==> src/rtl/cacheline_adapter_if.sv <==
`default_nettype none
// ============================================================================
// Module      : cacheline_adapter_if
// Description : Bundles the cache-side DFP port and the burst-memory port of
//               the cache-line adapter.
//               slave  : adapter view. It serves the cache (dfp_*) and drives
//                        the burst memory (bmem_*).
//               master : environment view. This is the cache together with
//                        the memory model.
//               DFP    : dfp_addr, dfp_read, dfp_write, dfp_wdata  -> adapter
//                        dfp_resp, dfp_rdata                      <- adapter
//               BMEM   : bmem_addr, bmem_read, bmem_write,
//                        bmem_wdata                               <- adapter
//                        bmem_ready, bmem_rvalid, bmem_rdata      -> adapter
// Revision    : 1.0 - initial release
// ============================================================================
interface cacheline_adapter_if #(
   parameter int ADDR_W = 32,
   parameter int LINE_W = 256,
   parameter int BEAT_W = 64
);
   logic [ADDR_W-1:0] dfp_addr;
   logic              dfp_read;
   logic              dfp_write;
   logic [LINE_W-1:0] dfp_wdata;
   logic              dfp_resp;
   logic [LINE_W-1:0] dfp_rdata;

   logic [ADDR_W-1:0] bmem_addr;
   logic              bmem_read;
   logic              bmem_write;
   logic [BEAT_W-1:0] bmem_wdata;
   logic              bmem_ready;
   logic              bmem_rvalid;
   logic [BEAT_W-1:0] bmem_rdata;

   modport slave (
      input  dfp_addr, dfp_read, dfp_write, dfp_wdata,
      output dfp_resp, dfp_rdata,
      output bmem_addr, bmem_read, bmem_write, bmem_wdata,
      input  bmem_ready, bmem_rvalid, bmem_rdata
   );

   modport master (
      output dfp_addr, dfp_read, dfp_write, dfp_wdata,
      input  dfp_resp, dfp_rdata,
      input  bmem_addr, bmem_read, bmem_write, bmem_wdata,
      output bmem_ready, bmem_rvalid, bmem_rdata
   );
endinterface
`default_nettype wire

==> src/rtl/cacheline_adapter.sv <==
`default_nettype none
// ============================================================================
// Module      : cacheline_adapter
// Description : Cache-line / burst-memory adapter. It turns a line fill into
//               a burst read and a line writeback into a burst write of
//               LINE_W/BEAT_W beats. A single FSM handles both directions:
//               IDLE -> RD_REQ -> RD_DATA -> RESP and IDLE -> WR_DATA -> RESP.
//               Optional macro CACHELINE_ADAPTER_LINEBUF_EN adds a one-line
//               buffer. A repeated fill of the most recently filled line is
//               then answered without any memory traffic.
// Ports       : clk, rst  - clock and synchronous active-high reset
//               bus       - cacheline_adapter_if.slave (dfp_* and bmem_*)
// Parameters  : ADDR_W (byte address width), LINE_W (line bits),
//               BEAT_W (beat bits). LINE_W/BEAT_W must be a power of two
//               and at least 2.
// Revision    : 1.0 - initial release
// ============================================================================
module cacheline_adapter #(
   parameter int ADDR_W = 32,
   parameter int LINE_W = 256,
   parameter int BEAT_W = 64
) (
   input  wire logic             clk,
   input  wire logic             rst,
   cacheline_adapter_if.slave    bus
);

   localparam int BEATS = LINE_W / BEAT_W;
   localparam int OFF_W = $clog2(LINE_W / 8);
   localparam int CNT_W = $clog2(BEATS);
   localparam int TAG_W = ADDR_W - OFF_W;

   localparam logic [CNT_W-1:0] C_LAST_BEAT = CNT_W'(BEATS - 1);

   localparam logic [2:0] S_IDLE    = 3'd0;
   localparam logic [2:0] S_RD_REQ  = 3'd1;
   localparam logic [2:0] S_RD_DATA = 3'd2;
   localparam logic [2:0] S_WR_DATA = 3'd3;
   localparam logic [2:0] S_RESP    = 3'd4;

   logic [2:0]        r_state;
   logic [2:0]        w_state_nxt;
   logic [TAG_W-1:0]  r_tag;      // line address of the active transaction
   logic [CNT_W-1:0]  r_cnt;      // beat index within the burst
   logic [LINE_W-1:0] r_line;     // write line to send, or read line being assembled
   logic              r_rd;       // active transaction is a fill (selects dfp_rdata)

   logic [TAG_W-1:0]  w_req_tag;
   logic              w_buf_hit;
   logic [LINE_W-1:0] w_buf_line;
   logic [BEAT_W-1:0] w_beat [BEATS];

   assign w_req_tag = bus.dfp_addr[ADDR_W-1:OFF_W];

   // Split the line into beats so the outgoing write beat is a plain mux on r_cnt.
   for (genvar g = 0; g < BEATS; g++) begin : g_beat
      assign w_beat[g] = r_line[g*BEAT_W +: BEAT_W];
   end

`ifdef CACHELINE_ADAPTER_LINEBUF_EN
   logic              r_buf_valid;
   logic [TAG_W-1:0]  r_buf_tag;
   logic [LINE_W-1:0] r_buf_line;

   assign w_buf_hit  = r_buf_valid && (r_buf_tag == w_req_tag);
   assign w_buf_line = r_buf_line;

   // Load on every completed fill. Invalidate on a writeback to the buffered
   // line so that a later fill fetches the fresh data from memory.
   always_ff @(posedge clk) begin
      if (rst) begin
         r_buf_valid <= 1'b0;
         r_buf_tag   <= '0;
         r_buf_line  <= '0;
      end else if (r_state == S_RESP && r_rd) begin
         r_buf_valid <= 1'b1;
         r_buf_tag   <= r_tag;
         r_buf_line  <= r_line;
      end else if (r_state == S_IDLE && bus.dfp_write && w_buf_hit) begin
         r_buf_valid <= 1'b0;
      end
   end
`else
   assign w_buf_hit  = 1'b0;
   assign w_buf_line = '0;
`endif

   // ---------------------------------------------------------------- state register
   always_ff @(posedge clk) begin
      if (rst) begin
         r_state <= S_IDLE;
      end else begin
         r_state <= w_state_nxt;
      end
   end

   // ---------------------------------------------------------------- next state
   always_comb begin
      w_state_nxt = r_state;
      case (r_state)
         S_IDLE: begin
            // A writeback takes priority over a fill when both are requested.
            if (bus.dfp_write) begin
               w_state_nxt = S_WR_DATA;
            end else if (bus.dfp_read) begin
               w_state_nxt = w_buf_hit ? S_RESP : S_RD_REQ;
            end
         end
         S_RD_REQ: begin
            if (bus.bmem_ready) begin
               w_state_nxt = S_RD_DATA;
            end
         end
         S_RD_DATA: begin
            if (bus.bmem_rvalid && r_cnt == C_LAST_BEAT) begin
               w_state_nxt = S_RESP;
            end
         end
         S_WR_DATA: begin
            if (bus.bmem_ready && r_cnt == C_LAST_BEAT) begin
               w_state_nxt = S_RESP;
            end
         end
         S_RESP: begin
            w_state_nxt = S_IDLE;
         end
         default: begin
            w_state_nxt = S_IDLE;
         end
      endcase
   end

   // ---------------------------------------------------------------- outputs
   always_comb begin
      bus.dfp_resp   = 1'b0;
      bus.dfp_rdata  = '0;
      bus.bmem_addr  = '0;
      bus.bmem_read  = 1'b0;
      bus.bmem_write = 1'b0;
      bus.bmem_wdata = '0;
      case (r_state)
         S_RD_REQ: begin
            bus.bmem_read = 1'b1;
            bus.bmem_addr = {r_tag, {OFF_W{1'b0}}};
         end
         S_WR_DATA: begin
            bus.bmem_write = 1'b1;
            bus.bmem_addr  = {r_tag, {OFF_W{1'b0}}};
            bus.bmem_wdata = w_beat[r_cnt];
         end
         S_RESP: begin
            bus.dfp_resp  = 1'b1;
            bus.dfp_rdata = r_rd ? r_line : '0;
         end
         default: begin
         end
      endcase
   end

   // ---------------------------------------------------------------- datapath
   always_ff @(posedge clk) begin
      if (rst) begin
         r_tag  <= '0;
         r_cnt  <= '0;
         r_line <= '0;
         r_rd   <= 1'b0;
      end else begin
         case (r_state)
            S_IDLE: begin
               if (bus.dfp_write) begin
                  r_tag  <= w_req_tag;
                  r_cnt  <= '0;
                  r_line <= bus.dfp_wdata;
                  r_rd   <= 1'b0;
               end else if (bus.dfp_read) begin
                  r_tag  <= w_req_tag;
                  r_cnt  <= '0;
                  // On a buffer hit the FSM skips to RESP, so the line is taken from the buffer.
                  r_line <= w_buf_hit ? w_buf_line : '0;
                  r_rd   <= 1'b1;
               end
            end
            S_RD_DATA: begin
               // Beats may arrive with gaps. The counter advances only on rvalid.
               if (bus.bmem_rvalid) begin
                  for (int k = 0; k < BEATS; k++) begin
                     if (r_cnt == CNT_W'(k)) begin
                        r_line[k*BEAT_W +: BEAT_W] <= bus.bmem_rdata;
                     end
                  end
                  r_cnt <= r_cnt + 1'b1;
               end
            end
            S_WR_DATA: begin
               if (bus.bmem_ready) begin
                  r_cnt <= r_cnt + 1'b1;
               end
            end
            default: begin
            end
         endcase
      end
   end

endmodule
`default_nettype wire

==> src/flat_wrapper.sv <==
// flat-port wrapper written by rule: the top's interface ports become plain ports
module cacheline_adapter_flat 
#(
   parameter int ADDR_W = 32,
   parameter int LINE_W = 256,
   parameter int BEAT_W = 64
)
  (clk, rst, bus_dfp_addr, bus_dfp_read, bus_dfp_write, bus_dfp_wdata, bus_dfp_resp, bus_dfp_rdata, bus_bmem_addr, bus_bmem_read, bus_bmem_write, bus_bmem_wdata, bus_bmem_ready, bus_bmem_rvalid, bus_bmem_rdata);
  cacheline_adapter_if #(.ADDR_W(ADDR_W), .LINE_W(LINE_W), .BEAT_W(BEAT_W)) bus_i ();
  input  wire logic clk;
  input  wire logic rst;
  input wire logic [$bits(bus_i.dfp_addr)-1:0] bus_dfp_addr;
  input wire logic [$bits(bus_i.dfp_read)-1:0] bus_dfp_read;
  input wire logic [$bits(bus_i.dfp_write)-1:0] bus_dfp_write;
  input wire logic [$bits(bus_i.dfp_wdata)-1:0] bus_dfp_wdata;
  output wire logic [$bits(bus_i.dfp_resp)-1:0] bus_dfp_resp;
  output wire logic [$bits(bus_i.dfp_rdata)-1:0] bus_dfp_rdata;
  output wire logic [$bits(bus_i.bmem_addr)-1:0] bus_bmem_addr;
  output wire logic [$bits(bus_i.bmem_read)-1:0] bus_bmem_read;
  output wire logic [$bits(bus_i.bmem_write)-1:0] bus_bmem_write;
  output wire logic [$bits(bus_i.bmem_wdata)-1:0] bus_bmem_wdata;
  input wire logic [$bits(bus_i.bmem_ready)-1:0] bus_bmem_ready;
  input wire logic [$bits(bus_i.bmem_rvalid)-1:0] bus_bmem_rvalid;
  input wire logic [$bits(bus_i.bmem_rdata)-1:0] bus_bmem_rdata;
  assign bus_i.dfp_addr = bus_dfp_addr;
  assign bus_i.dfp_read = bus_dfp_read;
  assign bus_i.dfp_write = bus_dfp_write;
  assign bus_i.dfp_wdata = bus_dfp_wdata;
  assign bus_dfp_resp = bus_i.dfp_resp;
  assign bus_dfp_rdata = bus_i.dfp_rdata;
  assign bus_bmem_addr = bus_i.bmem_addr;
  assign bus_bmem_read = bus_i.bmem_read;
  assign bus_bmem_write = bus_i.bmem_write;
  assign bus_bmem_wdata = bus_i.bmem_wdata;
  assign bus_i.bmem_ready = bus_bmem_ready;
  assign bus_i.bmem_rvalid = bus_bmem_rvalid;
  assign bus_i.bmem_rdata = bus_bmem_rdata;
  cacheline_adapter #(.ADDR_W(ADDR_W), .LINE_W(LINE_W), .BEAT_W(BEAT_W)) u_core (.clk(clk), .rst(rst), .bus(bus_i));
endmodule
==> config.mk <==
export PLATFORM = sky130hd
export DESIGN_NAME = cacheline_adapter_flat
export DESIGN_NICKNAME = d
export VERILOG_FILES = /design/src/rtl/cacheline_adapter_if.sv /design/src/rtl/cacheline_adapter.sv /design/src/flat_wrapper.sv
export SDC_FILE = /design/constraint.sdc
export NUM_CORES = 1
export LEC_CHECK = 0
export ABC_AREA = 1
export CAP_MARGIN = 40
export CORE_AREA = 2 2 276 278
export CTS_BUF_LIST = sky130_fd_sc_hd__clkbuf_16
export DETAILED_ROUTE_END_ITERATION = 6
export DIE_AREA = 0 0 278 280
export GPL_TIMING_DRIVEN = 0
export SLEW_MARGIN = 20
export SYNTH_ARGS = -nofsm -noshare
export SYNTH_HDL_FRONTEND = slang
export SYNTH_SLANG_ARGS = --single-unit
==> constraint.sdc <==
create_clock -name clk -period 5.5 [get_ports clk]
set_clock_uncertainty 0.1 [all_clocks]
set_input_delay 1.375 -clock clk [delete_from_list [all_inputs] [get_ports clk]]
set_output_delay 1.375 -clock clk [all_outputs]
set_load 0.01 [all_outputs]
# == After elaboration in Yosys (flattened, before gate mapping) ==
# Index checks and enable logic that the tools add are counted.
# word_totals
regBits,289
output_inout_bits,355
elab_cells,76
# op_classes
n_addsub,1
order_cmp,1
eq_ne,17
mux,33
n_bitwise,1
reduce_logical,15
# ops
operator,count
$mux W256,5
$pmux W256 S2,1
$mux W64,7
$bmux W64 S2,1
$mux W27,2
$mux W32,1
$reduce_and A4 Y1,6
$mux W3,5
$ne A2 B1 Y1 const B,6
$pmux W3 S4,1
$mux W2,4
$eq A3 B2 Y1 const B,2
$ne A2 B2 Y1 const B,3
$pmux W2 S3,1
$mux W1,5
$eq A2 B2 Y1 const B,2
$reduce_bool A2 Y1,2
$eq A3 B1 Y1 const B,1
$eq A3 B3 Y1 const B,1
$ge A3 B3 Y1 const B,1
$logic_not A3 Y1,1
$ne A3 B3 Y1 const B,1
$not A2 Y3,1
$reduce_bool A3 Y1,1
6 further kinds,7

# == Longest topological paths before layout ==
# logic_depth
ltp_word,5
ltp_mapped,12
mapped_depth_nobuf,9

# == Worst setup path before layout ==
# Ideal clock, no wire load.
# synth_timing
kind,register to output
startpoint,register u_core.r_state[2]
endpoint,output port bus_dfp_rdata[55]
arrival_ns,1.566
required_time_ns,4.025
setup_slack_ns,2.459
stages_incl_launch_ff,8
n_path_buf,3
path_cell_list,dfxtp_1 > inv_2 > buf_2 > nor3_1 > nand2_1 > buf_2 > buf_1 > nor2_1
# synth_between
elab_chain_len,2
# synth_lines
element,line_no,text
start: declaration,cacheline_adapter.sv:41,logic [2:0] r_state;
start signal: assignment,cacheline_adapter.sv:93,r_state <= w_state_nxt;
$eq A3 B3 Y1,cacheline_adapter.sv:141,case (r_state)
$mux W256,cacheline_adapter.sv:141,
end: declaration,flat_wrapper.sv:17,output wire logic [$bits(bus_i.dfp_rdata)-1:0] bus_dfp_rdata;
# Every way passes these cells.

# == Final worst setup path ==
# layout_timing
startpoint,register u_core.r_cnt[0]
endpoint,output port bus_bmem_wdata[2]
# layout_between
elab_chain_len,5
# layout_lines
element,line_no,text
start: declaration,cacheline_adapter.sv:44,logic [CNT_W-1:0] r_cnt;
start signal: assignment,cacheline_adapter.sv:191,r_cnt <= r_cnt + 1'b1;
start signal: assignment,cacheline_adapter.sv:196,r_cnt <= r_cnt + 1'b1;
$not A2 Y3 (implied by the code),cacheline_adapter.sv:149,bus.bmem_wdata = w_beat[r_cnt];
$bmux W64 S2,cacheline_adapter.sv:149,
$mux W64 (implied by the code) (2 in a row),cacheline_adapter.sv:149,
$mux W64,cacheline_adapter.sv:141,
end: declaration,flat_wrapper.sv:21,output wire logic [$bits(bus_i.bmem_wdata)-1:0] bus_bmem_wdata;
# Every way passes these cells. The select of a mux whose other input is x is not followed.

==> impl_metrics.csv <==
group,metric,value,unit
layout,finish.utilization,0.3723,
clocking,path_clk_slew,50,ps
clocking,cts_made_buffers,38,
clocking,post_cts_buffers,0,
die,die_y,280,um
clocking,clock_sinks,289,
yosys,synth_warnings,0,
yosys,synthAdderAreaFrac,0.002707,
clocking,cts_tree,"done",
timing,hold_violations,0,
die,dieArea,77840,um2
timing,fin_setup_tns,0,ps
critical_path,crit_path_max_fanout,10,
yosys,ys_seq_elements,289,
critical_path,start_kind,"register",
clocking,cts_buffer_depth,3,
global_routing,grt_max_degree,12,
yosys,synth_xor_area_frac,0,
layout,nets,4508,
clocking,clockRootBuffer,"clkbuf_16",
clocking,cts.htree.levels,2,
die,die_w,278,um
place,post_dp_cell_area,26800,um2
yosys,synth-seq-area-share,0.3129,
yosys,syn-cell-area,18490,um2
place,gp_congestion,0.9697,
layout,area_delta_synth_final,51.38,%
layout,finalInstanceArea,27990,um2
global_routing,gr-usage-all-layers,0.2607,
timing,slew_violations,0,
drt,drtIter0Drc,2012,
critical_path,cp_data_arrival_time,3650,ps
timing,min_period_over_period,0.9317,
drt,drt_wl_total,106300,um
hold_path,hold_path.class,"register to register",
place,hpwl,83800,um
yosys,synth_compound_area_frac,0.1747,
clocking,cts_resized,0,
die,fp-row-count,101,
drt,drc,1,
yosys,synthMuxAreaShare,0,
clocking,clock_latency,560,ps
critical_path,crit_required,4030,ps
drt,first_pass_iters,7,
timing,timing.fmax,195.2,MHz
yosys,ys_types,24,
pwr,vdd_drop_max,0.3201,mV
timing,finalSetupViolCount,0,
drt,wire_per_inst,20.61,um
place,placement.io_buffers,701,
clocking,cts_hold_buf,0,
die,io-pin-count,713,
drt,antenna_left,0,
yosys,synth.area.top_cells,"dfxtp_1 31%, nand2_1 17%, nor2_1 16%",
run,cap_violations,0,
yosys,synthCells,3395,
global_routing,grt_pass1_vias,22430,
global_routing,grt_pass1_wl,149500,um
yosys,synth_top_family_by_area,"simple AND/OR/NAND/NOR gates",
timing,finalCriticalPeriod,5124,ps
pwr,power.density,483.0,nW/um2
critical_path,setup.worst_path.end_class,"output pin",
status,violations,"design-rule violations",
die,start_util,0.2459,
drt,num_vias,23840,
timing,hold_ws,351.8,ps
status,outcome,"finished, violations left",
timing,tightest_slew,938.1,ps
timing,relSlewSlack,0.3746,
yosys,yosys.area.top_type_share,0.3129,
global_routing,antenna_found_initial,3,
yosys,yosys.area_share.simple,0.3395,
pwr,p_leak,12.00,nW
critical_path,worstSetupPathType,"register to output pin",
layout,drive_above_1_share,0.04358,
drt,vias_per_cell,4.624,
global_routing,grt-ovfl-total,0,
yosys,yosys.area.top_type,"dfxtp_1",
die,coreArea,75190,um2
yosys,avgSynthCellArea,5.446,um2
timing,rsz0062_at_grt,"false",
-- worst max-delay path, cell delays in order (launching register included) --
cell             delay, ps
dfxtp_1                520
inv_1                  200
clkbuf_1               300
buf_6                  220
clkbuf_1               650
o21ai_0                260
a21oi_1                260
clkdlybuf4s50_1        640
-- cells in the mapped netlist, drive strengths merged --
cell type	instances
a21oi	225
a31oi	1
buf	117
clkbuf	125
clkinv	1
conb	1
dfxtp	289
ha	4
inv	551
nand2	845
nand3	7
nand4	1
nor2	808
nor3	2
o211ai	4
o21ai	413
or2	1
-- layer usage --
layer	vias to the layer above	share of wire	global-route usage
met5	-	0	0
met4	0	0.034	0.08718
met3	177	0.073	0.04647
met2	1052	0.48	0.4588
met1	10960	0.41	0.3197
li1	11650	-	-
-- cells by family after synthesis --
family          after synthesis
flops                       289
compound gates              643
simple gates               1664
buf+inv                     794
other cells                   1
fa+ha+maj                     4
-- metrics by stage --
step | std cells | total power [W] | setup slack (ps)
global placement | 5078 | 0.01099 | 513.4
CTS | 5152 | 0.01352 | 312.4
detailed placement | 5082 | 0.01107 | 936.2
global route | 5154 | 0.01463 | 226.4
floorplan | 3399 | 0.008238 | 2459
finish | 5156 | 0.01352 | 375.8
-- registers in the layout, indices dropped and copies added, names as in the netlist --
signal and count:
u_core.r_cnt 2, u_core.r_tag 27, u_core.r_line 256, u_core.r_rd 1
u_core.r_state 3
-- power by group --
part / total [W] / switching (W) / leakage, nW / internal (W)
clock: 0.00243 / 0.00107 / 0.602 / 0.00136
sequential: 0.00370 / 0.000611 / 2.39 / 0.00309
combinational: 0.00739 / 0.00508 / 9.00 / 0.00232
total: 0.0135 / 0.00676 / 12.0 / 0.00676
-- layout by cell type (no fill, tap or decap) --
cell and instances:
o21ai_1 87, nor2_2 1, or2_2 1, ha_1 4, buf_2 95, dfxtp_1 289
bufinv_16 2, diode_2 2, nand4_1 1, clkinv_2 11, inv_1 553, clkdlybuf4s50_1 701
buf_6 6, a31oi_1 1, inv_6 3, nand3_1 7, clkinv_8 1, nor2_1 806
clkinv_1 11, clkbuf_1 119, clkbuf_2 6, o21ai_0 326, buf_4 12, buf_1 10
o211ai_1 4, a21oi_1 225, clkbuf_16 38, nor2_4 1, inv_2 3, conb_1 5
nand2_1 843, nor3_1 2, nand2_2 2
-- final cells by class --
type / count / area [um2]
antenna: 2 / 5.005
buffer: 242 / 1080
clock buffer: 38 / 950.9
clock inverter: 32 / 214.0
fill: 8553 / 47200
inverter: 552 / 2072
multi-input combinational: 2316 / 9575
sequential: 289 / 5786
tap: 978 / 1224
timing repair buffer: 707 / 7084
-- worst paths after layout --
path,slack (ps),cells past startpoint,startpoint,endpoint
worst min register to register,350,2,u_core.r_tag[12],u_core.r_tag[12]
worst max-delay path,380,7,u_core.r_cnt[0],bus_bmem_wdata[2]
worst min-delay path,350,2,u_core.r_tag[12],u_core.r_tag[12]
worst max register to register,2000,12,u_core.r_cnt[0],u_core.r_line[184]
No activity file was read; power rests on OpenSTA's default activity.
